`src/rtl/trigger_link_pkg.sv`:
```
// trigger_link_pkg: shared framing constants, receiver state encoding and CRC-8 step for the trigger link
package trigger_link_pkg;
  localparam logic [7:0] DEF_SOP = 8'h3C;
  localparam logic [7:0] DEF_EOP = 8'hBC;
  localparam logic [7:0] DEF_TRIGGER_CTRL = 8'h30;
  localparam int FRAME_LEN = 10;
  localparam logic [3:0] IDX_STATUS = 4'd1;
  localparam logic [3:0] IDX_ADDR1 = 4'd2;
  localparam logic [3:0] IDX_ADDR0 = 4'd3;
  localparam logic [3:0] IDX_DATA0 = 4'd4;
  localparam logic [3:0] IDX_CRC = 4'd8;
  localparam logic [3:0] IDX_EOP = 4'd9;
  typedef enum logic [1:0] {HUNT, RECV, EOPCHK} rx_state_t;
  function automatic logic [7:0] crc8_step(input logic [7:0] crc, input logic [7:0] data);
    logic [7:0] c;
    c = crc ^ data;
    for (int i = 0; i < 8; i++) c = c[7] ? {c[6:0], 1'b0} ^ 8'h07 : {c[6:0], 1'b0};
    return c;
  endfunction
endpackage

```
`src/rtl/trigger_crc8.sv`:
```
// trigger_crc8: byte-serial CRC-8 (poly 0x07, init 0x00) accumulator with clear and enable
module trigger_crc8
  import trigger_link_pkg::*;
(
  input  logic       clk,
  input  logic       reset,
  input  logic       clr,
  input  logic       en,
  input  logic [7:0] data,
  output logic [7:0] crc
);
  always_ff @(posedge clk or posedge reset)
    if (reset) crc <= '0;
    else if (clr) crc <= '0;
    else if (en) crc <= crc8_step(crc, data);
endmodule

```
`src/rtl/trigger_frame_receiver.sv`:
```
// trigger_frame_receiver: hunts SOP, captures a 10-byte trigger frame, validates EOP/CRC and publishes fields
module trigger_frame_receiver
  import trigger_link_pkg::*;
#(
  parameter logic [7:0]  SOP           = DEF_SOP,
  parameter logic [7:0]  EOP           = DEF_EOP,
  parameter logic [7:0]  TRIGGER_CTRL  = DEF_TRIGGER_CTRL,
  parameter bit          CRC_CHECK_EN  = 1'b0,
  parameter int unsigned STALL_TIMEOUT = 16
) (
  input  logic        clk,
  input  logic        reset,
  input  logic [7:0]  data_in,
  input  logic        data_valid,
  output logic        frame_valid,
  output logic        is_trigger,
  output logic [7:0]  rx_status,
  output logic [15:0] rx_address,
  output logic [31:0] rx_data,
  output logic        frame_error,
  output logic        seq_error,
  output logic [15:0] frame_count,
  output logic [15:0] error_count
);
  localparam logic [15:0] STALL_LAST = 16'(STALL_TIMEOUT - 1);
  rx_state_t state, next_state;
  logic [3:0] idx;
  logic [7:0] sh_status, sh_crc, crc, prev_status;
  logic [15:0] sh_addr, stall_cnt;
  logic [31:0] sh_data;
  logic [4:0] dsel;
  logic prev_valid, cap, sop_hit, eop_ok, good, bad_eop, stall_to, crc_clr, crc_en, trig, seq_gap;
  trigger_crc8 u_crc (
    .clk  (clk),
    .reset(reset),
    .clr  (crc_clr),
    .en   (crc_en),
    .data (data_in),
    .crc  (crc)
  );
  always_ff @(posedge clk or posedge reset)
    if (reset) state <= HUNT;
    else state <= next_state;
  always_comb begin
    next_state = stall_to ? HUNT :
                 state == HUNT ? (sop_hit ? RECV : HUNT) :
                 !data_valid ? state :
                 state == RECV ? (idx == IDX_CRC ? EOPCHK : RECV) :
                 crc_clr ? RECV : HUNT;
  end
  // a bad closing byte that is itself SOP opens the next frame immediately
  always_comb begin
    cap      = state == RECV && data_valid;
    sop_hit  = state == HUNT && data_valid && data_in == SOP;
    eop_ok   = data_in == EOP && (!CRC_CHECK_EN || sh_crc == crc);
    good     = state == EOPCHK && data_valid && eop_ok;
    bad_eop  = state == EOPCHK && data_valid && !eop_ok;
    stall_to = state != HUNT && !data_valid && stall_cnt == STALL_LAST;
    crc_clr  = sop_hit || (bad_eop && data_in == SOP);
    crc_en   = cap && idx < IDX_CRC;
    trig     = sh_addr[15:8] == TRIGGER_CTRL;
    seq_gap  = prev_valid && sh_status != 8'h00 && sh_status != prev_status + 8'd1;
    dsel     = {2'd3 - idx[1:0], 3'b000};
  end
  always_ff @(posedge clk or posedge reset)
    if (reset) begin
      idx         <= '0;
      stall_cnt   <= '0;
      sh_status   <= '0;
      sh_addr     <= '0;
      sh_data     <= '0;
      sh_crc      <= '0;
      prev_status <= '0;
      prev_valid  <= 1'b0;
      frame_valid <= 1'b0;
      is_trigger  <= 1'b0;
      frame_error <= 1'b0;
      seq_error   <= 1'b0;
      rx_status   <= '0;
      rx_address  <= '0;
      rx_data     <= '0;
      frame_count <= '0;
      error_count <= '0;
    end else begin
      idx         <= crc_clr ? IDX_STATUS : cap ? idx + 4'd1 : next_state == HUNT ? 4'd0 : idx;
      stall_cnt   <= (state == HUNT || data_valid || stall_to) ? 16'd0 : stall_cnt + 16'd1;
      frame_valid <= good;
      is_trigger  <= good && trig;
      seq_error   <= good && trig && seq_gap;
      frame_error <= bad_eop || stall_to;
      if (cap && idx == IDX_STATUS) sh_status <= data_in;
      if (cap && idx == IDX_ADDR1) sh_addr[15:8] <= data_in;
      if (cap && idx == IDX_ADDR0) sh_addr[7:0] <= data_in;
      if (cap && idx >= IDX_DATA0 && idx < IDX_CRC) sh_data[dsel +: 8] <= data_in;
      if (cap && idx == IDX_CRC) sh_crc <= data_in;
      if (good) begin
        rx_status   <= sh_status;
        rx_address  <= sh_addr;
        rx_data     <= sh_data;
        frame_count <= frame_count + {15'd0, frame_count != 16'hFFFF};
      end
      if (good && trig) begin
        prev_status <= sh_status;
        prev_valid  <= 1'b1;
      end
      if (bad_eop || stall_to) error_count <= error_count + {15'd0, error_count != 16'hFFFF};
    end
endmodule
```
`config.mk`:
```
export PLATFORM = sky130hd
export DESIGN_NAME = trigger_frame_receiver
export DESIGN_NICKNAME = d
export VERILOG_FILES = /design/src/rtl/trigger_link_pkg.sv /design/src/rtl/trigger_crc8.sv /design/src/rtl/trigger_frame_receiver.sv
export SDC_FILE = /design/constraint.sdc
export NUM_CORES = 1
export LEC_CHECK = 0
export ABC_CLOCK_PERIOD_IN_PS = 5400
export CORE_ASPECT_RATIO = 1.1
export CORE_MARGIN = 5
export CORE_UTILIZATION = 55
export DETAILED_ROUTE_END_ITERATION = 8
export DONT_BUFFER_PORTS = 1
export PLACE_DENSITY = 0.82
export SLEW_MARGIN = 20
export SYNTH_ARGS = -nofsm -noshare
export SYNTH_HDL_FRONTEND = slang
export SYNTH_HIERARCHICAL = 1
export SYNTH_SLANG_ARGS = --single-unit
```
`constraint.sdc`:
```
create_clock -name clk -period 5.4 [get_ports clk]
set_clock_uncertainty 0.1 [all_clocks]
set_input_delay 0 -clock clk [delete_from_list [all_inputs] [get_ports clk]]
set_output_delay 0 -clock clk [all_outputs]
set_load 0.1 [all_outputs]
```
==> qor.txt <==
worst endpoint data arrival time - 3490 ps
GPL Wtd Cong - 0.8324
max-capacitance violation count - 0
switching fraction of total power - 21.54%
endpoint type of the worst setup path - flop
post-CTS setup buffers - 0
global-route wire length before repair - 27.43 mm
synthesized-area fraction occupied by ao, oa, aoi and oai cells - 4.185%
total number of placement rows - 45
PnR worst setup slack - 2094 ps
R2R setup slack - 2090 ps
internal power of the cells - 2035 uW
number of antenna violations at the first check in global routing - 1
Register-to-Register Path Depth - 9
cell leakage power - 0.004179 uW
slowest cell delay on critical path - 1020 ps
starting density of the core - 56.34%
via count of the first global-routing pass - 5385
leading cell type by number of instances after synthesis - sky130_fd_sc_hd__nand2_1
worst reg2reg startpoint - error_count[6]$_DFFE_PP0P_
global route total overflow - 0
Std-Cell Core Area - 0.01385 mm^2
class of the most critical hold timing path - in2reg
number of I/O pins - 103
most frequent cells after synthesis - 265 x sky130_fd_sc_hd__nand2_1, 179 x sky130_fd_sc_hd__dfrtp_1, 38 x sky130_fd_sc_hd__o21ai_0, 33 x sky130_fd_sc_hd__xnor2_1, 32 x sky130_fd_sc_hd__mux2_2
pin count of the biggest net entering global routing - 105
crit path cell chain - and3_1, and3_1, and3_1, nand4_1, ha_1, and2_2, and3_1, nand4b_1, xnor2_1
headroom to the max-slew limit - 28.45%
slew of the pin with the lowest slew margin - 1073 ps
clock power share - 44.8%
number of remaining DRC errors - 0
Max Fanout on Critical Path - 5
run status - complete, no violations
net count of the mapped netlist - 775
post-synthesis cell type count - 57
Psw - 558.4 uW
post-synth top area share - 57.40%
net count of the finished layout - 779
mux cell area share after synthesis - 4.906%
Design Power - 2593 uW
hold path startpoint - data_in[7]
number of buffers inserted during clock tree synthesis - 17
fraction of layout cells with a size suffix above 1 - 11.85%
largest voltage drop on the vdd net - 0.1735 mV
Post-CTS Resized - 0
share of flip-flops with an asynchronous set or reset after synthesis - 100.0%
proportion of power drawn by combinational gates - 2.8%
Worst Hold Endpoint - prev_status[0]$_DFFE_PP0P_
register share of total power - 52.4%
adder-cell area share of the yosys netlist - 1.924%
chip width - 123.6 um
unrepaired setup endpoints after global routing - no
capturing point of the worst reg2reg path - error_count[15]$_DFFE_PP0P_
flip-flop and latch count after synthesis - 179
number of warnings issued by yosys - 6
clock-pin transition on the worst setup and hold timing paths - 70 ps
type of element launching the critical path - flop
area overhead of the layout relative to synthesis - 9.764%
htree depth - 4
Port Buffer Count - 0
startpoint-to-endpoint class of the critical path - reg2reg
number of search-and-repair iterations in the first detailed-routing pass - 5
top_reg_cell synth - sky130_fd_sc_hd__dfrtp_1
area fraction in and, or, nand and nor cells after synthesis - 23.36%
cell type with the highest aggregate area in the netlist - sky130_fd_sc_hd__dfrtp_1
number of nets still failing antenna checks after routing - 0
largest buffer count on any clock path - 2
final routed wire length divided by cell count - 17.27 um
area of the mapped netlist - 0.007804 mm^2
xor-xnor portion of the synthesized cell area - 5.708%
average cell area after synthesis - 10.38 um^2
Vias - 5293
floorplan die area - 0.01667 mm^2
cell mode on critical path - sky130_fd_sc_hd__and3_1
fillers - 1119
endpoints failing hold - 0
proportion of synthesized chip area in sequential cells - 57.40%
clk root buf - sky130_fd_sc_hd__clkbuf_16
CP required - 5580 ps
pins over their slew limit - 0
GRT Overall Usage - 21.12%
count of final setup violators - 0
most area-consuming cells after synthesis - sky130_fd_sc_hd__dfrtp_1 57%, sky130_fd_sc_hd__nand2_1 13%, sky130_fd_sc_hd__mux2_2 4.6%, sky130_fd_sc_hd__xnor2_1 3.7%, sky130_fd_sc_hd__o21ai_0 2.4%
master of the slowest instance on the critical path - sky130_fd_sc_hd__dfrtp_1
pre-CTS setup slack - 2103 ps
highest achievable clock rate - 302.5 MHz
post-synthesis cell count - 752
main combinational cell family by area after synthesis - simple AND/OR/NAND/NOR gates
Total Neg Setup Slack - 0 ps
clock sink total - 179
hold-fix buffer count after cts - 10
number of cells on the worst hold path - 4
final routed wirelength across all metal layers - 16.52 mm
insertion delay to the later sink of the worst-skew pair - 430 ps
initial drt markers - 344
post-DP HPWL - 11.13 mm
final critical-path share of the clock period - 61.23%
TritonCTS clock tree - built
time the worst path needs with I/O delays and setup - 3306 ps
post-route core utilization - 61.84%
power density over the cells - 302.7 mW/mm^2
chip height - 134.9 um
EDFF count, synth - 0
drt via density - 5.531
## how the worst max path moves through the flow
stage / startpoint / endpoint / slack [ps] / depth (start not counted)
floorplan: reset / error_count[0]$_DFFE_PP0P_ / 440 / 1
global placement: frame_count[2]$_DFFE_PP0P_ / frame_count[12]$_DFFE_PP0P_ / 2220 / 9
detailed placement: frame_count[2]$_DFFE_PP0P_ / frame_count[12]$_DFFE_PP0P_ / 2100 / 9
CTS: error_count[6]$_DFFE_PP0P_ / error_count[15]$_DFFE_PP0P_ / 2090 / 9
global route: frame_count[2]$_DFFE_PP0P_ / frame_count[14]$_DFFE_PP0P_ / 1810 / 9
finish: error_count[6]$_DFFE_PP0P_ / error_count[15]$_DFFE_PP0P_ / 2090 / 9
## logic make-up (layout without fill, tap and decap cells)
kind of cell             after synthesis  count (layout)
multiplexers                          34              34
AO/OA/AOI/OAI                         54              54
other                                  0               1
buffers and inverters                 37              53
adder cells (fa/ha/maj)               12              12
flip-flops                           179             179
XOR/XNOR                              50              50
AND/OR/NAND/NOR                      386             386
## per-layer routing
metal / up-vias / routed length, um / global-route usage [%]
met3: 35 / 1245 / 7.541
li1: 2510 / - / -
met4: 0 / 418 / 8.677
met1: 2594 / 6558 / 25.18
met2: 154 / 8300 / 34.66
met5: - / 0 / 0
## critical path: cells and delay by family (launching register included)
kind | cells | cell delay, ps
flops | 1 | 1020
fa+ha+maj | 1 | 270
xor+xnor | 1 | 80
simple gates | 7 | 1670
## stage by stage
step	hold slack, ps	std cells	instance area [um^2]
final	57.32	957	8566
after global routing	52.16	957	8566
after floorplan	36.05	752	7804
after global placement	-8.199	915	7905
after detailed placement	8.372	915	7905
after CTS	42.84	956	8563
## sequential cells by signal, summed over array words and instances (netlist names), 16 cells and up
name / flops
stall_cnt: 16
rx_address: 16
frame_count: 16
error_count: 16
sh_data: 32
rx_data: 32
sh_addr: 16
## layout by cell type (no fill, tap or decap), drive strengths merged, types with 6 or more instances in the layout
master and n:
nand2 265, dfrtp 179, o21ai 38, xnor2 34
mux2 34, nor2 25, clkbuf 24, nand3 22
nand4 18, xor2 16, and3 13, ha 12
dlygate4sd3 10, inv 9, and2 7, nor3 6
nor4 6
## final cells by class
type | instances | area, um^2 | area share (%)
clock buffers | 24 | 481.7 | 5.624
well taps | 188 | 235.2 | 2.746
repair buffers | 13 | 122.6 | 1.431
flip-flops and latches | 179 | 4479 | 52.29
clock inverters | 7 | 76.32 | 0.8910
diodes | 1 | 2.502 | 0.02921
multi-input cells | 536 | 3129 | 36.53
inverters | 9 | 38.79 | 0.4528
## power by group through the flow
stage / logic, uW / clock network, uW / registers, uW
after floorplan: 48.5 / 0 / 1380
after global placement: 53.8 / 0 / 1380
after detailed placement: 56.0 / 0 / 1380
after CTS: 73.3 / 1180 / 1360
after global routing: 82.1 / 1250 / 1360
final: 71.7 / 1160 / 1360
(Power assumes the default switching activity.)
